`src/rtl/zigzag_reorder.sv`:
```
// zigzag_reorder: reorders row-major 8x8 DCT coefficients into JPEG zigzag order.
// Two 64-entry banks alternate between writer and reader, so a new block can be
// written while the previous one is being read out.
module zigzag_reorder #(
   parameter int unsigned DW = 12
) (
   input  logic          clk,
   input  logic          rst,
   input  logic          ena,
   input  logic          din_valid,
   input  logic [DW-1:0] din,
   output logic          din_ready,
   output logic          dout_valid,
   output logic [DW-1:0] dout,
   input  logic          dout_ready,
   output logic          dout_sob,
   output logic          dout_eob
);

   localparam int unsigned DEPTH = 64;
   localparam int unsigned AW    = 6;

   // Zigzag position -> row-major address within the bank.
   function automatic logic [AW-1:0] zz_addr(input logic [AW-1:0] idx);
      logic [AW-1:0] a;
      a = '0;
      case (idx)
         6'd0:  a = 6'd0;   6'd1:  a = 6'd1;   6'd2:  a = 6'd8;   6'd3:  a = 6'd16;
         6'd4:  a = 6'd9;   6'd5:  a = 6'd2;   6'd6:  a = 6'd3;   6'd7:  a = 6'd10;
         6'd8:  a = 6'd17;  6'd9:  a = 6'd24;  6'd10: a = 6'd32;  6'd11: a = 6'd25;
         6'd12: a = 6'd18;  6'd13: a = 6'd11;  6'd14: a = 6'd4;   6'd15: a = 6'd5;
         6'd16: a = 6'd12;  6'd17: a = 6'd19;  6'd18: a = 6'd26;  6'd19: a = 6'd33;
         6'd20: a = 6'd40;  6'd21: a = 6'd48;  6'd22: a = 6'd41;  6'd23: a = 6'd34;
         6'd24: a = 6'd27;  6'd25: a = 6'd20;  6'd26: a = 6'd13;  6'd27: a = 6'd6;
         6'd28: a = 6'd7;   6'd29: a = 6'd14;  6'd30: a = 6'd21;  6'd31: a = 6'd28;
         6'd32: a = 6'd35;  6'd33: a = 6'd42;  6'd34: a = 6'd49;  6'd35: a = 6'd56;
         6'd36: a = 6'd57;  6'd37: a = 6'd50;  6'd38: a = 6'd43;  6'd39: a = 6'd36;
         6'd40: a = 6'd29;  6'd41: a = 6'd22;  6'd42: a = 6'd15;  6'd43: a = 6'd23;
         6'd44: a = 6'd30;  6'd45: a = 6'd37;  6'd46: a = 6'd44;  6'd47: a = 6'd51;
         6'd48: a = 6'd58;  6'd49: a = 6'd59;  6'd50: a = 6'd52;  6'd51: a = 6'd45;
         6'd52: a = 6'd38;  6'd53: a = 6'd31;  6'd54: a = 6'd39;  6'd55: a = 6'd46;
         6'd56: a = 6'd53;  6'd57: a = 6'd60;  6'd58: a = 6'd61;  6'd59: a = 6'd54;
         6'd60: a = 6'd47;  6'd61: a = 6'd55;  6'd62: a = 6'd62;  6'd63: a = 6'd63;
         default: a = '0;
      endcase
      return a;
   endfunction

   logic [DW-1:0] mem [2][DEPTH];
   logic          wr_bank;
   logic          rd_bank;
   logic [AW-1:0] wr_cnt;
   logic [AW-1:0] rd_cnt;
   logic [1:0]    full;

   logic wr_en;
   logic wr_last;
   logic rd_load;
   logic rd_last;

   // Handshake and bank-turnover qualifiers.
   assign din_ready = ena & ~rst & ~full[wr_bank];
   assign wr_en     = din_valid & din_ready;
   assign wr_last   = wr_en & (wr_cnt == AW'(DEPTH - 1));
   assign rd_load   = ena & full[rd_bank] & (~dout_valid | dout_ready);
   assign rd_last   = rd_load & (rd_cnt == AW'(DEPTH - 1));

   // Bank storage, written in row-major order; intentionally not reset.
   always_ff @(posedge clk) begin
      if (wr_en) begin
         mem[wr_bank][wr_cnt] <= din;
      end
   end

   // Write pointer: position within block and active bank.
   always_ff @(posedge clk or posedge rst) begin
      if (rst) begin
         wr_cnt  <= '0;
         wr_bank <= 1'b0;
      end else if (wr_en) begin
         wr_cnt <= wr_cnt + AW'(1);
         if (wr_last) begin
            wr_bank <= ~wr_bank;
         end
      end
   end

   // Bank full flags; set by writer and cleared by reader always hit different banks.
   always_ff @(posedge clk or posedge rst) begin
      if (rst) begin
         full <= '0;
      end else begin
         if (wr_last) begin
            full[wr_bank] <= 1'b1;
         end
         if (rd_last) begin
            full[rd_bank] <= 1'b0;
         end
      end
   end

   // Read pointer and output register with valid/ready holding under backpressure.
   always_ff @(posedge clk or posedge rst) begin
      if (rst) begin
         rd_cnt     <= '0;
         rd_bank    <= 1'b0;
         dout_valid <= 1'b0;
         dout       <= '0;
         dout_sob   <= 1'b0;
         dout_eob   <= 1'b0;
      end else if (rd_load) begin
         dout       <= mem[rd_bank][zz_addr(rd_cnt)];
         dout_valid <= 1'b1;
         dout_sob   <= (rd_cnt == '0);
         dout_eob   <= (rd_cnt == AW'(DEPTH - 1));
         rd_cnt     <= rd_cnt + AW'(1);
         if (rd_last) begin
            rd_bank <= ~rd_bank;
         end
      end else if (ena & dout_valid & dout_ready) begin
         dout_valid <= 1'b0;
      end
   end

endmodule

```
`config.mk`:
```
export PLATFORM = sky130hd
export DESIGN_NAME = zigzag_reorder
export DESIGN_NICKNAME = d
export VERILOG_FILES = /design/src/rtl/zigzag_reorder.sv
export SDC_FILE = /design/constraint.sdc
export NUM_CORES = 2
export LEC_CHECK = 0
export CAP_MARGIN = 40
export CORE_MARGIN = 3
export CORE_UTILIZATION = 32
export CTS_CLUSTER_SIZE = 30
export DETAILED_ROUTE_END_ITERATION = 10
export GPL_ROUTABILITY_DRIVEN = 0
export GPL_TIMING_DRIVEN = 0
export PLACE_DENSITY = 0.46
export SYNTH_ARGS = -nofsm -noshare
export SYNTH_HDL_FRONTEND = slang
export SYNTH_SLANG_ARGS = --single-unit
```
`constraint.sdc`:
```
create_clock -name clk -period 10.4 [get_ports clk]
set_clock_uncertainty 0.15 [all_clocks]
set_input_delay 1.04 -clock clk [delete_from_list [all_inputs] [get_ports clk]]
set_output_delay 1.04 -clock clk [all_outputs]
set_load 0.1 [all_outputs]
```
==> impl_metrics.ini <==
[outcome]
outcome = finished clean

[detailed_routing]
routed_via_density = 5.25
wl_um = 202000
drtIter0Drc = 4102
dr.pass1.iters = 8
antenna_left = 0
wl_met2_um = 95200
wl_met3_um = 13400
num_vias = 35542
wl_per_cell_um = 29.9
drcViolationCount = 0
wl_met1_um = 88300
top_layer = met4

[finish]
area_growth_pct = 18.6
fillers = 17788
final_common_cell = edfxtp_1
layout_common_cells = edfxtp_1, nand2_1, mux2i_1
final_cells = 6764
drive_gt1_share_pct = 18.7
num-nets-final = 4125

[setup_path]
max_stage_delay_ns = 0.83
path_common_cell = buf_6
start_kind = flip-flop
r2r-end = dout[0]
path_max_fanout = 11
slowest_stage = o41ai_1
worst_ep_arrival_time_ns = 7.11
setup.worst_path.end_class = flip-flop
path_class = flip-flop to flip-flop
cp_cell_sequence = buf_2, clkinv_1, ha_1, or2_1, a311oi_1, o41ai_2, and2_1, buf_6, buf_6, buf_6, buf_4, buf_4, mux2i_1, o22ai_1, o41ai_1, a21oi_1, o211ai_1, o311ai_1
crit_required_ns = 10.93
r2r_start = rd_cnt[0]
reg2regPathDepth = 18
reg2reg_setup_slack_ns = 3.83

[grt]
grt_pass1_wl_um = 281000
grt_pass1_vias = 34959
overflow = 0
grtUsageTotal_pct = 20.1
grt_max_degree = 91
grt_antenna_before_repair = 9

[place]
numPortBuffers = 32
post-dp-hpwl_um = 139000
dp_cells = 6445

[clocking]
cts_buffer_depth = 3
ctsHoldBuffers = 0
root_buffer = clkbuf_16
cts_buffers = 170
htreeDepth = 4
postCtsSetupBuffers = 0
cts.sinks = 1567
cts_tree = built
clk_latency_ns = 0.82
path_clk_slew_ns = 0.07
cts_resized = 0

[floorplanning]
boundaryPins = 33
die_x_um = 446
die-area_um2 = 199000
initial_core_util_pct = 32.2
core_area_um2 = 193000
num_rows = 161
die_y_um = 446

[job]
cap_violations = 0

[timing]
finalMaxSlewViolations = 0
setup-tns-final_ns = 0
clock.fmax_mhz = 152
hold_viol = 0
setup_viol = 0
min_period_ns = 6.57
relSlewSlack_pct = 26.8
grt_setup_unrepaired = false
finalCritPeriodShare_pct = 63.2
worst_slew_pin_slew_ns = 1.09

[min_path]
hold_path_class = input port to async pin

[synthesis]
syn_nets = 3699
yosys_warnings = 0
async_flop_share_pct = 1.98
synth.yosys.seq_area_share_pct = 75.6
synth_seq_cells = 1567
synth_edf_count = 1536
netlist_area_um2 = 62100
synth_top_cell_by_area = edfxtp_1
synth_area_per_cell_um2 = 16.9
syn_inst = 3666
synth_area_leaders = edfxtp_1, mux4_2, mux2i_1, nand2_1, dfrtp_1
synth_top_area_share_pct = 74.3
ys.flop_type = edfxtp_1
ys_types = 76

[power]
total_power_mw = 14.2
ir_drop_mv = 0.181
p_leak_nw = 24.6
power_density_nw_per_um2 = 193
## layout make-up
| class | count | area, um2 | share of cell area, % |
|---|---|---|---|
| multi-input combinational | 1868 | 13900 | 18.9 |
| clock buffer | 208 | 4420 | 6.00 |
| clock inverter | 103 | 1120 | 1.52 |
| antenna | 7 | 17.5 | 0.0238 |
| inverter | 13 | 48.8 | 0.0663 |
| tap | 2526 | 3160 | 4.29 |
| timing repair buffer | 254 | 2790 | 3.79 |
| sequential | 1567 | 46900 | 63.7 |
| buffer | 218 | 1250 | 1.69 |
## worst max path at each step
stage / start / cells after the start / slack [ns] / end
global route: rd_cnt[0] / 18 / 3.69 / dout[0]
finish: rd_cnt[0] / 18 / 3.83 / dout[0]
detailed placement: rd_cnt[0] / 18 / 3.93 / dout[0]
CTS: rd_cnt[0] / 18 / 3.93 / dout[0]
floorplan: rst / 7 / 5.67 / mem[0][192]
global placement: din[7] / 1 / 2.68 / mem[0][631]
## per-layer routing
metal | vias to the layer above | track usage [%]
li1 | 15325 | -
met1 | 18777 | 28.3
met2 | 1215 | 32.3
met3 | 225 | 3.60
met4 | 0 | 5.31
met5 | - | 0
## logic make-up (layout without fill, tap and decap cells)
group / Yosys count / count (layout) / share of synthesized area (%)
flops: 1567 / 1567 / 75.6
simple gates: 960 / 960 / 6.72
compound gates: 461 / 461 / 4.96
mux: 418 / 418 / 10.2
buf+inv: 231 / 796 / 2.08
fa+ha+maj: 16 / 16 / 0.322
xor+xnor: 13 / 13 / 0.183
other cells: 0 / 7 / 0
## per-stage QoR
step	hold slack (ns)	setup slack (ns)	utilization [%]	instance area [um2]
CTS	0.221	3.93	38.2	73600
detailed placement	0.331	3.93	35.3	68000
global placement	0.318	2.68	34.0	65600
finish	0.277	3.83	38.2	73600
floorplan	0.362	5.67	-	62100
global route	0.257	3.69	38.2	73600
## cell usage after synthesis (5+ instances only)
library cell  number
dfrtp_1           31
nand3_1          101
xnor2_1           10
a21oi_1          139
a211o_1           12
a41oi_1           13
buf_4             36
nor2_1           183
and3_1            33
o21ai_0           41
a211oi_1          13
a31o_1             7
buf_6             29
mux4_2           170
a221o_1           10
o41ai_1           23
ha_1              16
o221ai_1          13
or4_1             23
nor3_1            10
a31oi_1           35
o31ai_1           23
nor4_1            35
a22oi_1           22
o32ai_1           11
nand2_1          528
nand4_1            5
and2_1             5
inv_1              9
o22ai_1           47
buf_1              9
nor2b_1            8
buf_2             56
edfxtp_1        1536
o21ai_1           14
mux2i_1          245
a22o_1            13
clkbuf_1          88
## registers in the layout, summed over array words and instances (netlist names)
| register | flops |
|---|---|
| mem | 1536 |
| dout | 12 |
| rd_cnt | 6 |
| wr_cnt | 6 |
| full | 2 |
| dout_eob | 1 |
| dout_sob | 1 |
| dout_valid | 1 |
| rd_bank | 1 |
| wr_bank | 1 |
## power breakdown
group | total [mW] | internal [mW] | switching [mW]
clock | 6.03 | 3.46 | 2.57
combinational | 1.20 | 0.338 | 0.865
sequential | 6.97 | 6.96 | 0.00781
## critical path, delay by kind of cell (launching register included)
family          cells  cell delay [ns]
compound gates      7             2.29
simple gates        2             0.42
mux                 1             0.43
fa+ha+maj           1             0.53
flops               1             0.54
buf+inv             7             2.05
Power figures use the tool's default switching activity.
